**src/rtl/divider_period_meter.sv**
```systemverilog
// divider_period_meter: measures the half-period of sig_in in clk_in cycles and reports it as a divider load.
// Optional 2-cycle glitch filter after the synchronizer: define DIVIDER_PERIOD_METER_FILTER_EN.
module divider_period_meter #(
  parameter int unsigned WIDTH       = 24,
  parameter int unsigned SYNC_STAGES = 2
) (
  input  logic             clk_in,
  input  logic             rst_n,
  input  logic             sig_in,
  output logic [WIDTH-1:0] meas_load,
  output logic             meas_valid,
  input  logic             meas_ready,
  output logic             overrun,
  output logic             stalled
);

  typedef enum logic [1:0] {
    ST_ARM = 2'd0,
    ST_RUN = 2'd1,
    ST_OVF = 2'd2
  } state_e;

  localparam logic [WIDTH-1:0] CNT_MAX  = '1;
  localparam logic [WIDTH-1:0] CNT_LAST = CNT_MAX - WIDTH'(1);

  logic [SYNC_STAGES-1:0] sync_q, sync_d;
  logic                   level_c;
  logic                   lvl_q, lvl_d;
  logic                   edge_q, edge_d;
  logic [WIDTH-1:0]       cnt_q, cnt_d;
  state_e                 state_q, state_d;
  logic [WIDTH-1:0]       meas_load_q, meas_load_d;
  logic                   meas_valid_q, meas_valid_d;
  logic                   overrun_q, overrun_d;
  logic                   stalled_q, stalled_d;
  logic                   capture_c;
  logic                   accept_c;

  // Metastability chain for the asynchronous input
  always_comb begin
    sync_d = {sync_q[SYNC_STAGES-2:0], sig_in};
  end

`ifdef DIVIDER_PERIOD_METER_FILTER_EN
  logic cand_q, cand_d;
  logic filt_q, filt_d;

  // A level is accepted only once it has been seen on two consecutive cycles
  always_comb begin
    cand_d = sync_q[SYNC_STAGES-1];
    filt_d = filt_q;
    if (cand_q == sync_q[SYNC_STAGES-1]) begin
      filt_d = cand_q;
    end
  end

  always_ff @(posedge clk_in or negedge rst_n) begin
    if (!rst_n) begin
      cand_q <= 1'b0;
      filt_q <= 1'b0;
    end else begin
      cand_q <= cand_d;
      filt_q <= filt_d;
    end
  end

  always_comb begin
    level_c = filt_q;
  end
`else
  always_comb begin
    level_c = sync_q[SYNC_STAGES-1];
  end
`endif

  // Edge flag is registered so both polarities mark the same cycle for counter and FSM
  always_comb begin
    lvl_d  = level_c;
    edge_d = level_c ^ lvl_q;
  end

  // Interval counter: cleared on each edge, saturates at all-ones
  always_comb begin
    cnt_d = cnt_q;
    if (edge_q) begin
      cnt_d = '0;
    end else if (cnt_q != CNT_MAX) begin
      cnt_d = cnt_q + WIDTH'(1);
    end
  end

  always_ff @(posedge clk_in or negedge rst_n) begin
    if (!rst_n) begin
      sync_q <= '0;
      lvl_q  <= 1'b0;
      edge_q <= 1'b0;
      cnt_q  <= '0;
    end else begin
      sync_q <= sync_d;
      lvl_q  <= lvl_d;
      edge_q <= edge_d;
      cnt_q  <= cnt_d;
    end
  end

  // FSM state register
  always_ff @(posedge clk_in or negedge rst_n) begin
    if (!rst_n) begin
      state_q <= ST_ARM;
    end else begin
      state_q <= state_d;
    end
  end

  // FSM next state; OVF is entered as the counter lands on all-ones so that value is never reported
  always_comb begin
    state_d = state_q;
    unique case (state_q)
      ST_ARM: begin
        if (edge_q) begin
          state_d = ST_RUN;
        end
      end
      ST_RUN: begin
        if (!edge_q && (cnt_q >= CNT_LAST)) begin
          state_d = ST_OVF;
        end
      end
      ST_OVF: begin
        if (edge_q) begin
          state_d = ST_RUN;
        end
      end
      default: begin
        state_d = ST_ARM;
      end
    endcase
  end

  // Result capture and valid/ready handshake
  always_comb begin
    capture_c    = (state_q == ST_RUN) && edge_q;
    accept_c     = meas_valid_q && meas_ready;
    stalled_d    = (state_d != ST_RUN);
    meas_load_d  = meas_load_q;
    meas_valid_d = meas_valid_q && !accept_c;
    overrun_d    = overrun_q && !accept_c;
    if (capture_c) begin
      meas_load_d  = cnt_q;
      meas_valid_d = 1'b1;
      if (meas_valid_q && !accept_c) begin
        overrun_d = 1'b1;
      end
    end
  end

  always_ff @(posedge clk_in or negedge rst_n) begin
    if (!rst_n) begin
      meas_load_q  <= '0;
      meas_valid_q <= 1'b0;
      overrun_q    <= 1'b0;
      stalled_q    <= 1'b1;
    end else begin
      meas_load_q  <= meas_load_d;
      meas_valid_q <= meas_valid_d;
      overrun_q    <= overrun_d;
      stalled_q    <= stalled_d;
    end
  end

  assign meas_load  = meas_load_q;
  assign meas_valid = meas_valid_q;
  assign overrun    = overrun_q;
  assign stalled    = stalled_q;

endmodule

```
**config.mk**
```make
export PLATFORM = sky130hd
export DESIGN_NAME = divider_period_meter
export DESIGN_NICKNAME = d
export VERILOG_FILES = /design/src/rtl/divider_period_meter.sv
export SDC_FILE = /design/constraint.sdc
export NUM_CORES = 1
export LEC_CHECK = 0
export CAP_MARGIN = 15
export CORE_UTILIZATION = 52
export CTS_BUF_LIST = sky130_fd_sc_hd__clkbuf_2 sky130_fd_sc_hd__clkbuf_4 sky130_fd_sc_hd__clkbuf_8
export CTS_CLUSTER_DIAMETER = 120
export DETAILED_ROUTE_END_ITERATION = 12
export PLACE_DENSITY = 0.78
export SYNTH_ARGS = -nofsm -noshare
export SYNTH_HDL_FRONTEND = slang
export SYNTH_SLANG_ARGS = --single-unit
export TNS_END_PERCENT = 10
```
**constraint.sdc**
```tcl
create_clock -name clk_in -period 2 [get_ports clk_in]
set_input_delay 0.4 -clock clk_in [delete_from_list [all_inputs] [get_ports clk_in]]
set_output_delay 0.4 -clock clk_in [all_outputs]
set_load 0.05 [all_outputs]
```
==> reports/results.ini, run 1 <==
[clocking]
clkLatencyLatePin_ps=330
cts.sinks=57
cts_tree=done
htreeDepth=3
root_buffer=clkbuf_8
clockBufferDepth=2
cts_inserted_buffers=9
path_clk_slew_ps=60

[finish]
area_growth_syn_to_layout_pct=27.7
antennaDiodeCount=0
layout_common_cells=77 x nand2_1, 55 x dfrtp_1, 28 x clkdlybuf4s50_1, 25 x buf_4, 24 x nor2_1
fill_cells=362
final_common_cell=nand2_1
drive_above_1_share=0.180
fin_nets=329

[floorplanning]
die_h_um=72.6
ios=31
core_mm2=0.00475
die_area_mm2=0.00527
start_util=0.546
num_rows=25
die_w_um=72.6

[pwr]
total_power_w=0.00255
ir_drop_mv=0.587
p_leak_nw=1.60
p_per_area_mw_per_mm2=769

[timing]
fmax_mhz=515
tightest_slew_ps=505
hold_viol=0
layout_min_cycle_time_ps=1940
tns_ps=0
setup_viol=0
max-slew-margin-rel=0.662
rsz0062_at_grt=true
post-route-period-util=0.970
maxSlewViolCount=0
skew_ps=7.37
layout_setup_ws_ps=59.3

[synth]
synth-edff-count=0
synth-main-ff-cell=dfrtp_1
synth_area_per_cell_um2=9.64
syn_nets=275
synth_cell_type_count=40
ys_seq_area_frac=0.550
syn_area_mm2=0.00259
synth.yosys.warnings=0
syn_inst=269
yosys_register_bits=57
async_flop_share=1.00

[route]
drtPass1Iterations=4
drtIter0Drc=167
wl_per_cell_um=13.8
viasPerCell=5.17
drt_wl_total_um=5440
drtAntennaViolNets=0
dr_total_vias=2043
drcViolationCount=0

[place]
port_buffers=30
dp_worst_setup_slack_ps=45.6
gp_congestion=0.890
dp_hpwl_um=3680

[grt]
use_met2=0.358
met1_usage=0.316
grt_max_degree=58
grt_pass1_wl_um=9240
grt_antenna_before_repair=0
grt.busiest_layer=met2
grt_usage=0.236
grt_overflow_total=0
use_met3=0.0594
grt_pass1_vias=1926

[setup_path]
path_cells=clkdlybuf4s50_1
crit_slowest_cell=clkdlybuf4s50_1
crit_path_max_incr_delay_ps=820
critPathArrivalTime_ps=1540
crit_path_end_kind=output pin
crit_family=buffers and inverters
startpoint=meas_valid$_DFF_PN0_
cp_max_fo=4
start_kind=flop
path_class=flop to output pin
rr_startpoint=cnt_q[7]$_DFFE_PN0P_
critPathBufInv=1
critPathRequiredTime_ps=1600

[outcome]
outcome=complete, no violations

[run]
drv_cap=0

[worst_hold_path]
hold_class=input port to async pin

power breakdown:
group / total (W) / switching [W] / internal [W]
Combinational: 0.000244 / 0.000171 / 0.0000738
Clock: 0.00109 / 0.000420 / 0.000667
Sequential: 0.00122 / 0.0000291 / 0.00119
Total: 0.00255 / 0.000619 / 0.00193
area by class of cell:
| cell class | instances | area (um^2) | area share |
|---|---|---|---|
| Inverter | 4 | 15.0 | 0.00453 |
| Clock buffer | 13 | 166 | 0.0502 |
| Tap cell | 67 | 83.8 | 0.0253 |
| Multi-Input combinational cell | 196 | 1080 | 0.328 |
| Sequential cell | 57 | 1430 | 0.431 |
| Clock inverter | 3 | 40.0 | 0.0121 |
| Timing Repair Buffer | 55 | 493 | 0.149 |
worst paths after layout:
| kind | to | slack (ps) | depth (start not counted) |
|---|---|---|---|
| worst max-delay path | meas_valid | 60 | 1 |
| worst min-delay path | meas_load[1]$_DFFE_PN0P_ | 60 | 2 |
| worst max register to register | cnt_q[21]$_DFFE_PN0P_ | 60 | 5 |
| worst min register to register | sync_q[1]$_DFF_PN0_ | 360 | 0 |
| max in group asynchronous | stalled$_DFF_PN1_ | 1660 | 2 |
| min in group clk_in | sync_q[1]$_DFF_PN0_ | 360 | 0 |
metrics by stage:
| step | util | instances | hold slack, ps | instance area (um^2) |
|---|---|---|---|---|
| 4_1_cts | 0.693 | 393 | 62.9 | 3300 |
| 2_1_floorplan | - | 269 | 104 | 2600 |
| 6_report | 0.697 | 395 | 60.2 | 3310 |
| 3_5_place_dp | 0.650 | 377 | 346 | 3090 |
| 5_1_grt | 0.697 | 395 | 70.0 | 3310 |
| 3_3_place_gp | 0.650 | 377 | 333 | 3090 |
cells in the mapped netlist, types with 3 or more instances:
library cell | number | area share
o21ai_0 | 5 | 0.0096
xnor2_1 | 11 | 0.037
a21oi_1 | 12 | 0.023
nand3_1 | 12 | 0.023
and3_1 | 3 | 0.0072
dfrtp_1 | 56 | 0.54
nand2_1 | 77 | 0.11
nand4_1 | 10 | 0.024
nor2_1 | 24 | 0.035
a31oi_1 | 4 | 0.0096
xor2_1 | 6 | 0.020
and2_1 | 3 | 0.0072
clkbuf_1 | 7 | 0.010
inv_1 | 4 | 0.0058
sequential cells by signal, summed over array words and instances, names as in the netlist:
register,flops
state_q,2
meas_valid,1
meas_load,24
cnt_q,24
overrun,1
edge_q,1
lvl_q,1
stalled,1
sync_q,2
repair_timing:
item                                    CTS  global route
buffers inserted                          0             2
gates resized for setup                   0             1
endpoints found under the setup margin    0             3
hold buffers                              0             0
per-layer routing:
layer  vias to the layer above  wire length [um]  share of wire
met1                       967              2430           0.45
met2                        53              2650           0.49
li1                       1004                 -              -
met3                        19               198          0.036
met4                         0               161          0.030
met5                         -                 0              0
cells by family after synthesis:
kind of cell / after synthesis / synth area share
buffers and inverters: 16 / 0.0323
flip-flops: 57 / 0.550
XOR/XNOR: 17 / 0.0574
multiplexers: 3 / 0.0159
AO/OA/AOI/OAI: 26 / 0.0617
AND/OR/NAND/NOR: 148 / 0.273
adder cells (fa/ha/maj): 2 / 0.00965
No activity file was read; power rests on OpenSTA's default activity.
==> run 2, diff against run 1 <==
Settings changed: GPL_TIMING_DRIVEN from default to 0.
==> reports/results.ini, run 2 (synthesis results as in run 1) <==
[floorplanning]
core_mm2=0.00475  ; unchanged
num_rows=25  ; unchanged
die_w_um=72.6  ; unchanged
ios=31  ; unchanged
start_util=0.546  ; unchanged
die_h_um=72.6  ; unchanged
die_area_mm2=0.00527  ; unchanged

[route]
drtAntennaViolNets=0  ; unchanged
drcViolationCount=0  ; unchanged
drtIter0Drc=167  ; unchanged
viasPerCell=5.22  ; +0.93%
dr_total_vias=2015  ; -1.4%
drt_wl_total_um=5350  ; -1.7%
drtPass1Iterations=4  ; unchanged
wl_per_cell_um=13.9  ; +0.60%

[run]
drv_cap=0  ; unchanged

[timing]
max-slew-margin-rel=0.615  ; -0.0478
tightest_slew_ps=578  ; +73.3 ps
hold_viol=0  ; unchanged
rsz0062_at_grt=true
setup_viol=0  ; unchanged
post-route-period-util=0.973  ; +0.00238
layout_min_cycle_time_ps=1950  ; +4.75 ps
maxSlewViolCount=0  ; unchanged
skew_ps=7.90  ; +0.534 ps
fmax_mhz=514  ; -0.24%

[finish]
fill_cells=383  ; +5.8%
drive_above_1_share=0.169  ; -0.0106
utilization=0.688  ; -0.00842
fin_cells=386  ; -2.3%
final_common_cell=nand2_1
area_growth_syn_to_layout_pct=26.1
fin_nets=320  ; -2.7%
antennaDiodeCount=0  ; unchanged
layout_common_cells=77 x nand2_1, 49 x dfrtp_1, 28 x clkdlybuf4s50_1, 24 x nor2_1, 12 x a21oi_1

[clocking]
htreeDepth=3  ; unchanged
path_clk_slew_ps=70  ; about the same
cts_inserted_buffers=9  ; unchanged
ctsHoldBuffers=0  ; unchanged
clkLatencyLatePin_ps=350  ; +20 ps
cts.sinks=57  ; unchanged
root_buffer=clkbuf_8
cts_tree=done
clockBufferDepth=2  ; unchanged

[outcome]
outcome=complete, no violations

[grt]
grt_pass1_wl_um=9240  ; unchanged
grt_antenna_before_repair=0  ; unchanged
grt_usage=0.236  ; about the same
grt_pass1_vias=1943  ; +0.88%
grt_max_degree=34  ; -41%
grt_overflow_total=0  ; unchanged

[setup_path]
crit_path_end_kind=flop
path_class=flop to flop
cp_max_fo=8  ; +4
reg2reg_depth=6  ; +1
path_cells=ha_2, and3_4, nor3b_4, a211oi_4, and2b_2, mux2_4
critPathArrivalTime_ps=2180  ; +640 ps
crit_path_max_incr_delay_ps=460  ; -360 ps
reg2reg_slack_ps=50  ; about the same
crit_slowest_cell=dfrtp_2
critPathRequiredTime_ps=2230  ; +630 ps
startpoint=cnt_q[1]$_DFFE_PN0P_
rr_startpoint=cnt_q[1]$_DFFE_PN0P_
start_kind=flop
r2r-end=cnt_q[21]$_DFFE_PN0P_

[pwr]
p_leak_nw=1.52  ; -5.1%
ir_drop_mv=0.470  ; -20%
p_per_area_mw_per_mm2=777  ; +1.0%

[worst_hold_path]
hold_class=input port to async pin

[place]
port_buffers=30  ; unchanged
dp_hpwl_um=3640  ; -1.1%
place_inst=367  ; -2.7%
gp_congestion=0.868  ; -2.5%

-- run 2: cell count changes in the layout (fill, tap and decap cells not counted), sizes merged --
cell         previous run  this run
clkbuf                 13        18
clkinvlp                0         2
buf                    27        10
dlygate4sd2             0         1
-- run 2: final cells by class --
cell class | count | area (um^2) | share of cell area
Sequential cell | 57 | 1440 | 0.439
Clock inverter | 5 | 55.1 | 0.0168
Buffer | 11 | 71.3 | 0.0218
Multi-Input combinational cell | 196 | 1120 | 0.343
Clock buffer | 11 | 145 | 0.0444
Tap cell | 67 | 83.8 | 0.0256
Inverter | 4 | 15.0 | 0.00459
Timing Repair Buffer | 35 | 344 | 0.105
-- run 2: how the worst max path moves through the flow --
stage                                  endpoint
after floorplan           cnt_q[21]$_DFFE_PN0P_
after global placement    cnt_q[13]$_DFFE_PN0P_
after detailed placement  cnt_q[15]$_DFFE_PN0P_
after CTS                 cnt_q[21]$_DFFE_PN0P_
after global routing      cnt_q[21]$_DFFE_PN0P_
final                     cnt_q[21]$_DFFE_PN0P_
-- run 2: critical path, delay by kind of cell (launching register included) --
kind	cells	cell delay, ps
AO/OA/AOI/OAI	1	280
AND/OR/NAND/NOR	3	590
flip-flops	1	460
multiplexers	1	290
adder cells (fa/ha/maj)	1	210
-- run 2: through the flow --
step           area (um^2)  setup slack, ps  total power (W)  TNS (ps)  hold slack, ps
2_1_floorplan         2600             31.3          0.00138         0             104
3_3_place_gp          2980            -1170          0.00147    -67910             333
3_5_place_dp          3000             -239          0.00148     -2400             354
4_1_cts               3250            -7.08          0.00257     -7.08            50.6
5_1_grt               3270            -4.93          0.00265     -4.93            76.5
6_report              3270             54.6          0.00254         0            46.9
-- run 2: per-layer routing --
| layer | part of all wire | up-vias | GRT usage |
|---|---|---|---|
| li1 | - | 980 | - |
| met1 | 0.46 | 972 | 0.305 |
| met2 | 0.47 | 53 | 0.375 |
| met3 | 0.054 | 10 | 0.0787 |
| met4 | 0.016 | 0 | 0.0828 |
| met5 | 0 | - | 0 |
-- run 2: repair_timing --
action	CTS	global route
pin swaps	2	3
buffers inserted	4	0
endpoints found under the setup margin	19	16
resized for setup	13	6
-- run 2: where the power goes --
part,leakage (nW),internal [W],switching (W),total (W)
logic,0.666,0.0000727,0.000167,0.000239
registers,0.758,0.00119,0.0000349,0.00122
clock network,0.0987,0.000618,0.000463,0.00108
total,1.52,0.00188,0.000664,0.00254
==> run 3, diff against run 2 <==
Settings changed: CAP_MARGIN 15 to default, CORE_UTILIZATION 52 to 25, PLACE_DENSITY 0.78 to 0.42.
Clock period 2 ns to 1.9 ns, I/O delays scaled along.
==> reports/results.ini, run 3 (synthesis results as in run 1) <==
[timing]
skew_ps=7.74  ; -0.165 ps
layout_min_cycle_time_ps=1970  ; +20.6 ps
fmax_mhz=509  ; -1.0%
setup_viol=5  ; +5
layout_setup_ws_ps=-66.0  ; -121 ps
hold_viol=0  ; unchanged
rsz0062_at_grt=true
post-route-period-util=1.03  ; +0.0620
maxSlewViolCount=0  ; unchanged
whs_ps=27.9  ; -19.0 ps
max-slew-margin-rel=0.615  ; +0.000731
tightest_slew_ps=577  ; -1.10 ps

[pwr]
total_power_w=0.00274  ; +7.8%
p_leak_nw=1.59  ; +4.5%
ir_drop_mv=0.263  ; -44%
p_per_area_mw_per_mm2=793  ; +2.1%

[finish]
fill_cells=1042  ; +170%
stdcell_area_mm2=0.00345  ; +5.5%
utilization=0.348  ; -0.340
final_common_cell=nand2_1
fin_nets=332  ; +3.8%
drive_above_1_share=0.197  ; +0.0277
layout_common_cells=77 x nand2_1, 49 x dfrtp_1, 28 x clkdlybuf4s50_1, 24 x nor2_1, 15 x buf_4
antennaDiodeCount=0  ; unchanged
area_growth_syn_to_layout_pct=33.1

[grt]
grt_pass1_wl_um=10500  ; +13%
grt_overflow_total=0  ; unchanged
grt_max_degree=34  ; unchanged
grt_usage=0.124  ; -0.112
grt_pass1_vias=2055  ; +5.8%
grt_antenna_before_repair=0  ; unchanged

[floorplanning]
ios=31  ; unchanged
num_rows=36  ; +44%
die_area_mm2=0.0108  ; +100%
die_h_um=104  ; +43%
start_util=0.262  ; -0.284
core_mm2=0.00991  ; +110%
die_w_um=104  ; +43%

[place]
dp_worst_setup_slack_ps=-251  ; -12.3 ps
placed_area_mm2=0.00308  ; +2.9%
dp_hpwl_um=4190  ; +15%
gp_congestion=0.764  ; -12%
port_buffers=30  ; unchanged

[route]
dr_total_vias=2031  ; +0.79%
drt_wl_total_um=6190  ; +16%
drtAntennaViolNets=0  ; unchanged
drcViolationCount=0  ; unchanged
viasPerCell=4.39  ; -16%
wl_per_cell_um=13.4  ; -3.5%
drtIter0Drc=86  ; -49%
drtPass1Iterations=4  ; unchanged

[clocking]
root_buffer=clkbuf_8
cts_tree=done
clkLatencyLatePin_ps=340  ; about the same
htreeDepth=3  ; unchanged
clockBufferDepth=2  ; unchanged
cts_inserted_buffers=9  ; unchanged
path_clk_slew_ps=70  ; about the same
ctsHoldBuffers=0  ; unchanged
cts.sinks=57  ; unchanged

[setup_path]
critPathArrivalTime_ps=2200  ; +20 ps
critPathRequiredTime_ps=2130  ; -100 ps
cp_max_fo=4  ; -4
path_class=flop to flop
start_kind=flop
crit_path_end_kind=flop

[outcome]
outcome=finished, violations left
violations=negative setup slack

[run]
drv_cap=0  ; unchanged

[worst_hold_path]
hold_class=input port to async pin

run 3: cell types whose count changed in the layout (fill, tap and decap cells not counted), sizes merged:
cell,change
buf,+11
clkbuf,+2
clkinvlp,-2
run 3: path summary, 6_finish.rpt:
check,start,to,slack [ps],depth (start not counted)
setup / recovery,cnt_q[1]$_DFFE_PN0P_,cnt_q[21]$_DFFE_PN0P_,-70,6
hold / removal,rst_n,meas_load[9]$_DFFE_PN0P_,30,1
setup reg to reg,cnt_q[1]$_DFFE_PN0P_,cnt_q[21]$_DFFE_PN0P_,-70,6
hold reg to reg,sync_q[0]$_DFF_PN0_,sync_q[1]$_DFF_PN0_,360,0
max in group asynchronous,rst_n,cnt_q[1]$_DFFE_PN0P_,1270,2
min in group clk_in,sync_q[0]$_DFF_PN0_,sync_q[1]$_DFF_PN0_,360,0
run 3: per-layer routing:
layer	share of wire	track usage	vias up	routed length (um)
li1	-	-	1009	-
met2	0.45	0.182	32	2770
met4	0.027	0.0765	0	169
met5	0	0	-	0
met1	0.50	0.168	977	3070
met3	0.027	0.0257	13	170
run 3: through the flow:
stage,cells,setup TNS (ps)
2_1_floorplan,269,-28.6
3_3_place_gp,432,-89770
3_5_place_dp,433,-2670
4_1_cts,456,-402
5_1_grt,463,-1610
6_report,463,-145
run 3: area by class of cell:
| class | instances | area (um^2) | share of cell area |
|---|---|---|---|
| clock buffers | 12 | 159 | 0.0460 |
| repair buffers | 47 | 442 | 0.128 |
| multi-input cells | 196 | 1120 | 0.325 |
| flip-flops and latches | 57 | 1440 | 0.416 |
| clock inverters | 3 | 40.0 | 0.0116 |
| well taps | 133 | 166 | 0.0482 |
| plain buffers | 11 | 73.8 | 0.0214 |
| inverters | 4 | 15.0 | 0.00435 |
run 3: critical path, stage by stage, from the launching register on:
cell and delay, ps:
dfrtp_2 380, buf_6 100, nand4_1 90, or4_4 520
a211oi_4 260, and2b_2 210, mux2_4 290
run 3: power by group:
part	switching (W)	total (W)	internal [W]
clock network	0.000474	0.00115	0.000680
logic	0.000200	0.000308	0.000108
registers	0.0000277	0.00128	0.00125
run 3: what timing repair did:
action                                  4_1_cts  5_1_grt
gates resized for setup                      13        8
endpoints found under the setup margin       23       53
pin swaps                                     1        3
setup buffers                                 9        7
